`config.mk`:
```
export PLATFORM = sky130hd
export DESIGN_NAME = gsim_sched
export DESIGN_NICKNAME = d
export VERILOG_FILES = /design/src/rtl/gsim_sched.sv
export SDC_FILE = /design/constraint.sdc
export NUM_CORES = 1
export LEC_CHECK = 0
export CORE_UTILIZATION = 40
export DETAILED_ROUTE_END_ITERATION = 7
export SETUP_SLACK_MARGIN = 0.2
export SLEW_MARGIN = 20
export SYNTH_ARGS = -nofsm -noshare
export SYNTH_HDL_FRONTEND = slang
export SYNTH_SLANG_ARGS = --single-unit
```
`constraint.sdc`:
```
create_clock -name clk -period 13 [get_ports clk]
set_input_delay 3.25 -clock clk [delete_from_list [all_inputs] [get_ports clk]]
set_output_delay 3.25 -clock clk [all_outputs]
set_load 0.005 [all_outputs]
```
`src/rtl/gsim_sched.sv`:
```
// Row sequencer for the single GSIM PE: Gauss-Seidel sweeps with early stop
// on tolerance, followed by an N-row output phase.
module gsim_sched #(
    parameter int N        = 16,
    parameter int MAX_ITER = 80,
    parameter int PE_LAT   = 3,
    parameter int RW       = $clog2(N),
    parameter int IW       = $clog2(MAX_ITER)
) (
    input  logic          clk,
    input  logic          reset,
    input  logic          start,
    input  logic          abort,
    input  logic [31:0]   tol_in,
    input  logic [31:0]   pe_out,
    input  logic [31:0]   x_old,
    output logic          busy,
    output logic          issue_valid,
    output logic [RW-1:0] issue_row,
    output logic [5:0]    nbr_mask,
    output logic          wb_valid,
    output logic [RW-1:0] wb_row,
    output logic [IW-1:0] iter_cnt,
    output logic [31:0]   max_delta,
    output logic          out_valid,
    output logic [RW-1:0] out_row,
    output logic          done,
    output logic          converged
);

    localparam int CW = $clog2(PE_LAT + 1);

    localparam logic [1:0] S_IDLE  = 2'd0;
    localparam logic [1:0] S_RUN   = 2'd1;
    localparam logic [1:0] S_DRAIN = 2'd2;
    localparam logic [1:0] S_OUT   = 2'd3;

    logic [1:0]    state_q, state_d;
    logic [RW-1:0] row_q, row_d;
    logic [CW-1:0] cyc_q, cyc_d;
    logic [IW-1:0] iter_q, iter_d;
    logic [31:0]   maxd_q, maxd_d;
    logic [31:0]   tol_q, tol_d;
    logic          conv_q, conv_d;

    logic [32:0] diff, diff_neg;
    logic [31:0] delta, m;
    logic        issue, wb, last_row;
    logic [5:0]  mask_c;

    // 33-bit signed difference; its magnitude always fits in 32 unsigned bits
    assign diff     = {pe_out[31], pe_out} - {x_old[31], x_old};
    assign diff_neg = 33'd0 - diff;
    assign delta    = diff[32] ? diff_neg[31:0] : diff[31:0];
    assign m        = (delta > maxd_q) ? delta : maxd_q;

    assign issue    = (state_q == S_RUN) && (cyc_q == '0);
    assign wb       = ((state_q == S_RUN) || (state_q == S_DRAIN))
                      && (cyc_q == CW'(PE_LAT));
    assign last_row = (row_q == RW'(N - 1));

    always_comb begin
        mask_c = '0;
        if (issue) begin
            for (int k = 0; k < 3; k++) begin
                mask_c[k]   = (int'(row_q) >= k + 1);
                mask_c[k+3] = (int'(row_q) + k + 1 <= N - 1);
            end
        end
    end

    always_comb begin
        state_d = state_q;
        row_d   = row_q;
        cyc_d   = cyc_q;
        iter_d  = iter_q;
        maxd_d  = maxd_q;
        tol_d   = tol_q;
        conv_d  = conv_q;
        unique case (state_q)
            S_IDLE: begin
                if (start) begin
                    tol_d   = tol_in;
                    iter_d  = '0;
                    maxd_d  = '0;
                    conv_d  = 1'b0;
                    row_d   = '0;
                    cyc_d   = '0;
                    state_d = S_RUN;
                end
            end
            S_RUN: begin
                if (wb) begin
                    maxd_d = m;
                    row_d  = row_q + RW'(1);
                    cyc_d  = '0;
                end else begin
                    cyc_d = cyc_q + CW'(1);
                end
                if (issue && last_row) state_d = S_DRAIN;
            end
            S_DRAIN: begin
                if (wb) begin
                    row_d = '0;
                    cyc_d = '0;
                    if (m <= tol_q) begin
                        conv_d  = 1'b1;
                        maxd_d  = m;
                        state_d = S_OUT;
                    end else if (iter_q == IW'(MAX_ITER - 1)) begin
                        maxd_d  = m;
                        state_d = S_OUT;
                    end else begin
                        iter_d  = iter_q + IW'(1);
                        maxd_d  = '0;
                        state_d = S_RUN;
                    end
                end else begin
                    cyc_d = cyc_q + CW'(1);
                end
            end
            S_OUT: begin
                if (last_row) begin
                    row_d   = '0;
                    state_d = S_IDLE;
                end else begin
                    row_d = row_q + RW'(1);
                end
            end
            default: state_d = S_IDLE;
        endcase
        // Abort drops any in-flight write-back and the pending done pulse
        if (abort) begin
            state_d = S_IDLE;
            row_d   = '0;
            cyc_d   = '0;
            conv_d  = 1'b0;
        end
    end

    always_ff @(posedge clk or posedge reset) begin
        if (reset) begin
            state_q <= S_IDLE;
            row_q   <= '0;
            cyc_q   <= '0;
            iter_q  <= '0;
            maxd_q  <= '0;
            tol_q   <= '0;
            conv_q  <= 1'b0;
        end else begin
            state_q <= state_d;
            row_q   <= row_d;
            cyc_q   <= cyc_d;
            iter_q  <= iter_d;
            maxd_q  <= maxd_d;
            tol_q   <= tol_d;
            conv_q  <= conv_d;
        end
    end

    assign busy        = (state_q != S_IDLE);
    assign issue_valid = issue;
    assign issue_row   = row_q;
    assign nbr_mask    = mask_c;
    assign wb_valid    = wb;
    assign wb_row      = row_q;
    assign iter_cnt    = iter_q;
    assign max_delta   = maxd_q;
    assign out_valid   = (state_q == S_OUT);
    assign out_row     = row_q;
    assign done        = (state_q == S_OUT) && last_row;
    assign converged   = conv_q;

endmodule
```
Word level (Yosys, flattened, before mapping)
Cells that the tools add are included.

Bits in registers: 80. Memory bits (writable): 0. Bits in latches: 0. Bits in read-only memories: 0. Memories kept: 0. Output and inout port bits: 63. Word-level logic and storage cells: 98. Input port bits: 100.

Add/subtract/negate cells: 9. Reductions and logical operators: 20. Magnitude comparators: 8. Bitwise operators: 0. Equal/unequal tests: 17. Shift-type cells: 0. Muxes and demuxes: 37. Div/mod/pow operators: 0. Multipliers: 0.

Operators with widths (number): 2-to-1 mux 32 bit (7); one-hot mux 32 bit (3 select lines) (1); subtractor 32 x 32 -> 33 bit (1); greater-than comparator 32 bit (1); <= comparator 32 bit (1); <= comparator 32 x 5 -> 1 bit, second input constant (1); subtractor 1 x 32 -> 32 bit, first input constant (1); 2-to-1 mux 7 bit (4); 2-to-1 mux 2 bit (10); 2-to-1 mux 4 bit (5); one-hot mux 4 bit (4 select lines) (1); one-hot mux 7 bit (2 select lines) (1); adder 5 x 1 -> 6 bit, second input constant (2); <= comparator 6 x 4 -> 1 bit, second input constant (2); AND reduction 4 bit (3); inequality test 2 bit, second input constant (5); inequality test 3 x 2 -> 1 bit, second input constant (3); inequality test 3 bit, second input constant (3); nonzero test 3 bit (3); greater-or-equal comparator 4 x 2 -> 1 bit, second input constant (2); one-hot mux 2 bit (4 select lines) (1); adder 7 x 1 -> 7 bit, second input constant (1); == test 7 bit, second input constant (1); == test 2 bit, second input constant (3); other kinds (19) (28).

Longest topological paths before layout
Gate-level depths: netlist of run 1.

Depth after elaboration: 10. Gate-level depth with buffers: 38. Mapped depth without buffers: 33.

Least setup slack after synthesis of run 1
Ideal clock, no wire load.

Kind: input port to flip-flop. Start point: input pe_out[0]. End point: register maxd_q[10] (netlist: max_delta[10]). Arrival time: 10.515 ns. Stages on the path: 32. Slack: 2.419 ns. Buffers on the path: 3. Required time: 12.934 ns. Cells stage by stage: inv_1 > ha_1 > fa_1 > nor2b_1 > o31a_1 > o21ai_1 > a32oi_1 > nand4_1 > a211o_1 > or4b_1 > buf_2 > o41ai_4 > xor2_2 > ha_1 > a21o_1 > a21o_1 > a21oi_1 > o211ai_1 > nand2_1 > clkbuf_1 > mux2_2 > ha_1 > a2111oi_0 > o21ai_0 > a21oi_1 > o22ai_1 > a211o_1 > a21boi_1 > o211ai_1 > nor2_1 > clkbuf_1 > a22o_1.

Word-level cells in the longest chain between the ends: 9.

Ends and longest elaborated chain: start, declared (RTL line 15) `input logic [31:0] pe_out,`; subtractor 32 x 32 -> 33 bit (*) (RTL line 52) `assign diff = {pe_out[31], pe_out} - {x_old[31], x_old};`; subtractor 1 x 32 -> 32 bit (RTL line 53) `assign diff_neg = 33'd0 - diff;`; 2-to-1 mux 32 bit (*) (RTL line 54) `assign delta = diff[32] ? diff_neg[31:0] : diff[31:0];`; greater-than comparator 32 bit (RTL line 55) `assign m = (delta > maxd_q) ? delta : maxd_q;`; 2-to-1 mux 32 bit (*) (RTL line 55); <= comparator 32 bit / 2-to-1 mux 32 bit (equally long branches) (RTL line 106, 110); 2-to-1 mux 32 bit (RTL line 106) `if (m <= tol_q) begin`; 2-to-1 mux 32 bit (RTL line 103) `if (wb) begin`; one-hot mux 32 bit (3 select lines) (*) (RTL line 80) `unique case (state_q)`; end signal, assigned (RTL line 155) `maxd_q <= maxd_d;`; end, declared (RTL line 42) `logic [31:0] maxd_q, maxd_d;`.

Mark *: on every way between the ends. The rest lies on a longest branch, timed or not. The select of a mux whose other input is x is not followed. A chain may end at the register's enable or synchronous reset.

Worst setup path in the final report of run 1
Start point: input pe_out[0]. End point: register maxd_q[5] (netlist: max_delta[5]).

Same word-level chain as after synthesis.

==> impl_metrics.toml, run 1 <==
[synth]
synth-xor-area-share_pct = 4.525
muxShareOfSynthArea_pct = 7.768
synth_top_area_share_pct = 23.06
synth_area_leader_cell = "dfrtp_1"
yosys.area_share.simple_pct = 16.16
synth_adder_area_share_pct = 16.08
yosysUniqueCellTypes = 83
synthesis.nets = 1257
async_reset_ff_share_pct = 100.0
syn_area_sq_um = 8682
synth_top_family_by_area = "compound AO/OA/AOI/OAI gates"
yosysMostFrequentCell = "inv_1"
netlist_instances = 1046
synth_seq_cells = 80
ys_top_cells_by_area = "dfrtp_1 (23%), ha_1 (16%), mux2_2 (7.3%)"
yosysWarnings = 0
synth_commonest_cells = "inv_1 (123), ha_1 (110), nand2_1 (82), dfrtp_1 (80), a21oi_1 (74)"
ys.flop_type = "dfrtp_1"
synth-compound-area-share_pct = 24.72
synth-edff-count = 0
syn_avg_cell_area_sq_um = 8.300
seq_area_frac_synth_pct = 23.06

[critical_path]
crit_end = "max_delta[5]"
crit_buf_inv = 4
cp_slowest_stage_delay_ns = 0.66
r2r_start = "max_delta[19]"
r2r_slack_ns = 7.27
slowest_stage = "nor4_1"
critPathRequiredTime_ns = 13.27
cp_max_fo = 21
crit_start = "pe_out[0]"
critPathKind = "in2reg"
cp-end-kind = "flip-flop"
cp.arrival_ns = 12.20
critPathLaunchType = "input port"
worstReg2RegEnd = "max_delta[5]"
reg2reg_depth = 19
cp_top_family = "compound AO/OA/AOI/OAI gates"
crit_cells = 31

[grt]
grt_overflow = 0
gr-usage-all-layers_pct = 21.61
grt_first_pass_wirelength_microns = 38610
grt_pass1_vias = 7821
antenna_found_initial = 0
grt_max_degree = 70

[sta]
tightest_slew_ns = 0.9092
final.min_clock_period_ns = 11.92
setup_viol = 0
maxSlewViolCount = 0
finClkSkew_ns = 0.006287
fmax_mhz = 83.86
fin_crit_sh_pct = 91.73
rsz0062_at_grt = "false"
slew_headroom_pct = 39.39
setup_tns_ns = 0
hold_viol = 0

[routing]
wl_microns = 23460
drt_iter0_drc = 442
vias = 8058
drc = 0
firstDrtPassIters = 5
drt-vias-per-instance = 5.508
ant_nets = 0
routedWlPerCell_microns = 16.04

[clocking]
postCtsHoldBufs = 0
post_cts_resized = 0
cts_buffer_depth = 2
numCtsBuffers = 9
h-tree-depth = 3
clock_sinks = 80
post_cts_buffers = 0
clk_pin_slew_ns = 0.06
cts-root-buf = "clkbuf_16"
insertion_delay_ns = 0.34
cts_tree = "built"

[layout]
drive_gt1_share_pct = 8.418
areaGrowthSynthToFinish_pct = 24.83
final_nets = 1396
postLayoutCoreUtil_pct = 51.23
num_antenna_cells = 0

[pwr]
ir_drop_mv = 0.08629
p_leak_nw = 4.780
cellPowerDensity_nw_per_um2 = 188.5

[hold_path]
min_path_type = "reg2reg"
hold_path.startpoint = "tol_q[14]"

[die]
die_w_microns = 149.3
die_h_microns = 149.3
top_level_ports = 163
core_sq_um = 21150
fp.dieArea_sq_um = 22300
num_rows = 53
start_util_pct = 41.04

[placed_design]
hpwl_microns = 18870
place_congestion = 0.8527
portBuffers = 162

[run]
drv_cap = 0

[status]
status = "complete, no violations"
## cell type report
cell class | instances | area [sq um]
fill | 2061 | 10320
multi-input combinational | 802 | 6012
sequential | 80 | 2002
timing repair buffer | 169 | 1674
inverter | 123 | 462.9
tap | 275 | 344.1
clock buffer | 11 | 252.7
clock inverter | 3 | 90.09
## metrics by stage
step                      hold WS (ns)  power (mW)  area, sq um  instances  setup WS (ns)
after CTS                       0.5084       2.053        10840       1463          1.249
after detailed placement        0.4928       1.738        10500       1449         0.9847
final                           0.5060       2.042        10840       1463          1.076
after global routing            0.5184       2.236        10840       1463         0.3462
after global placement          0.4893       1.718        10500       1449          1.193
after floorplan                 0.4794       1.320         8682       1046          2.419
## cell families after synthesis
group,Yosys count
AOI/OAI and AO/OA,306
and+or+nand+nor,281
buffers and inverters,164
adders and majority gates,111
DFF,80
muxes,60
xor gates and xnor gates,44
## where the power goes
part / internal, mW / switching, mW
Clock: 0.196 / 0.0989
Combinational: 0.623 / 0.696
Sequential: 0.344 / 0.0846
Total: 1.16 / 0.879
## worst reg2reg max path: stages (launching register included)
cell      delay [ns]
dfrtp_1         0.39
inv_1           0.06
ha_1            0.30
a211oi_1        0.18
o21ai_0         0.11
a221o_1         0.33
nor4_1          0.33
o211ai_1        0.14
nand2_1         0.10
buf_4           0.29
mux2_2          0.39
ha_1            0.30
nand4_1         0.18
nor4_1          0.66
a21oi_1         0.18
a21boi_1        0.52
o211ai_1        0.26
nor2_1          0.50
buf_4           0.29
a22o_1          0.16
## worst min-delay path by stage
stage	to	slack, ns	cells after the start
global placement	tol_q[30]	0.49	1
finish	tol_q[14]	0.51	1
global route	tol_q[5]	0.52	1
detailed placement	tol_q[24]	0.49	1
floorplan	tol_q[11]	0.48	1
CTS	tol_q[9]	0.51	1
## state kept, by name (all words and copies together) (netlist names)
name / count
cyc_q: 2
max_delta: 32
tol_q: 32
iter_cnt: 7
state_q: 2
issue_row: 4
converged: 1
## routing by layer
layer  routed length (microns)  up-vias  part of all wire, %  global-route usage [%]
li1                          -     4075                    -                       -
met1                     11600     3767                   49                   30.62
met2                     10500      198                   45                   34.84
met3                      1144       18                  4.9                   3.394
met4                       219        0                 0.93                   3.571
met5                         0        -                    0                       0
## placed cells by master (no fill, tap or decap), types with 9 or more instances in the layout
master | Yosys | routed
ha_1 | 110 | 110
o21ai_0 | 58 | 58
mux2_2 | 56 | 56
clkbuf_16 | 0 | 9
o211ai_1 | 12 | 12
dfrtp_1 | 80 | 80
o31ai_1 | 15 | 15
o21a_1 | 11 | 11
a211oi_1 | 9 | 9
and2_1 | 9 | 9
a21oi_1 | 74 | 74
a21o_1 | 23 | 23
or3_1 | 9 | 9
clkdlybuf4s50_1 | 0 | 162
nand2_1 | 82 | 82
nor3_1 | 18 | 18
a22o_1 | 27 | 27
xnor2_1 | 33 | 33
nor2_1 | 62 | 62
nand4_1 | 19 | 19
nand3_1 | 23 | 23
and3_1 | 9 | 9
xor2_1 | 10 | 10
inv_1 | 123 | 122
Note: power is estimated with default switching activity, not from simulation.
==> inputs of run 2 (changes only) <==
--- a/config.mk
+++ b/config.mk
@@ -7,7 +7,6 @@
 export LEC_CHECK = 0
 export CORE_UTILIZATION = 40
 export DETAILED_ROUTE_END_ITERATION = 7
-export SETUP_SLACK_MARGIN = 0.2
 export SLEW_MARGIN = 20
 export SYNTH_ARGS = -nofsm -noshare
 export SYNTH_HDL_FRONTEND = slang
==> results of run 2 <==
Final layout, timing and power as in run 1 (identical DEF).
==> inputs of run 3 (changes only) <==
--- a/config.mk
+++ b/config.mk
@@ -6,6 +6,7 @@
 export NUM_CORES = 1
 export LEC_CHECK = 0
 export CORE_UTILIZATION = 40
+export CTS_BUF_LIST = sky130_fd_sc_hd__clkbuf_4 sky130_fd_sc_hd__clkbuf_8
 export DETAILED_ROUTE_END_ITERATION = 7
 export SLEW_MARGIN = 20
 export SYNTH_ARGS = -nofsm -noshare
==> impl_metrics.toml, run 3 (synthesis gave the netlist of run 1 again) <==
[status]
status = "complete, no violations"

[grt]
grtUsageMet1_pct = 30.47
grtUsageMet3_pct = 3.486
met2_usage_pct = 34.81
grt_pass1_vias = 7783
antenna_found_initial = 0
grt_overflow = 0
grt-busiest-layer = "met2"
grt_max_degree = 70
grt_first_pass_wirelength_microns = 38490
gr-usage-all-layers_pct = 21.47

[critical_path]
cp-end-kind = "flip-flop"
cp.arrival_ns = 12.21
critPathLaunchType = "input port"
r2r_slack_ns = 7.24
critPathKind = "in2reg"
critPathRequiredTime_ns = 13.29
cp_max_fo = 21
worstReg2RegEnd = "max_delta[5]"
cp_slowest_stage_delay_ns = 0.68
slowest_stage = "nor4_1"
reg2reg_depth = 19
r2r_start = "max_delta[17]"

[placed_design]
hpwl_microns = 18870
place_congestion = 0.8527
place_ws_ns = 0.9847
postPlaceCellArea_sq_um = 10500
portBuffers = 162

[die]
top_level_ports = 163
fp.dieArea_sq_um = 22300
core_sq_um = 21150
die_w_microns = 149.3
start_util_pct = 41.04
die_h_microns = 149.3
num_rows = 53

[clocking]
cts-root-buf = "clkbuf_8"
post_cts_resized = 0
insertion_delay_ns = 0.36
clock_sinks = 80
post_cts_buffers = 0
postCtsHoldBufs = 0
h-tree-depth = 3
cts_buffer_depth = 2
clk_pin_slew_ns = 0.08
cts_tree = "built"
numCtsBuffers = 9

[layout]
num_antenna_cells = 0
final_cell_area_sq_um = 10740
final_common_cell = "clkdlybuf4s50_1"
drive_gt1_share_pct = 8.418
final_nets = 1396
final_cell_mix = "clkdlybuf4s50_1 (162), inv_1 (122), ha_1 (110), nand2_1 (82), dfrtp_1 (80)"
areaGrowthSynthToFinish_pct = 23.66
postLayoutCoreUtil_pct = 50.75

[sta]
rsz0062_at_grt = "false"
tightest_slew_ns = 0.9103
setup_tns_ns = 0
setup_viol = 0
timing.hold.ws_ns = 0.5110
fmax_mhz = 83.90
maxSlewViolCount = 0
hold_viol = 0
final.min_clock_period_ns = 11.92
finClkSkew_ns = 0.007303
fin_ws_ns = 1.081
fin_crit_sh_pct = 91.68
slew_headroom_pct = 39.31

[routing]
ant_nets = 0
routedWlPerCell_microns = 15.97
firstDrtPassIters = 6
wl_microns = 23360
drt-vias-per-instance = 5.519
drc = 0
vias = 8074
drt_iter0_drc = 415

[pwr]
p_seq_share_pct = 21.7
ir_drop_mv = 0.09386
combPwrFrac_pct = 66.8
switching_share_pct = 44.08
power_frac_clock_pct = 11.5
internal_power_mw = 1.102
power.switching_mw = 0.8684
p_leak_nw = 4.733
cellPowerDensity_nw_per_um2 = 183.5

[hold_path]
min_path_cells = 1
hold_path.startpoint = "tol_q[14]"
min_path_type = "reg2reg"
hold_end = "tol_q[14]"

[run]
drv_cap = 0
-- run 3: cell counts in the layout (fill, tap and decap cells not counted) --
Identical to the previous run, type by type.
-- run 3: critical path: cells and delay by family --
kind | cells | cell delay, ns
buf+inv | 4 | 1.07
mux | 1 | 0.38
simple gates | 8 | 2.87
compound gates | 13 | 3.04
xor+xnor | 1 | 0.34
fa+ha+maj | 4 | 1.23
-- run 3: worst max path at each step --
stage                               end      start
after detailed placement  max_delta[21]  pe_out[0]
after CTS                  max_delta[5]  pe_out[0]
after global placement    max_delta[24]  pe_out[0]
final                      max_delta[5]  pe_out[0]
after global routing      max_delta[30]  pe_out[0]
after floorplan           max_delta[10]  pe_out[0]
-- run 3: routing by layer --
metal / share of wire (%) / wire length (microns)
met5: 0 / 0
met2: 45 / 10470
met1: 49 / 11490
met4: 0.77 / 180
met3: 5.2 / 1225
-- run 3: final cells by class --
cell class | count | area [sq um]
fill | 2074 | 10420
clock inverter | 3 | 90.09
sequential | 80 | 2002
multi-input combinational | 802 | 6012
inverter | 123 | 462.9
clock buffer | 11 | 151.4
timing repair buffer | 169 | 1674
tap | 275 | 344.1
-- run 3: power by group through the flow --
stage | combinational [mW] | sequential, mW | clock, mW
floorplan | 0.914 | 0.406 | 0
global placement | 1.29 | 0.430 | 0
detailed placement | 1.31 | 0.431 | 0
CTS | 1.32 | 0.428 | 0.232
global route | 1.48 | 0.442 | 0.241
finish | 1.32 | 0.428 | 0.227
-- run 3: metrics by stage --
step	total power [mW]	std cells
5_1_grt	2.167	1463
4_1_cts	1.981	1463
2_1_floorplan	1.320	1046
3_3_place_gp	1.718	1449
3_5_place_dp	1.738	1449
6_report	1.970	1463
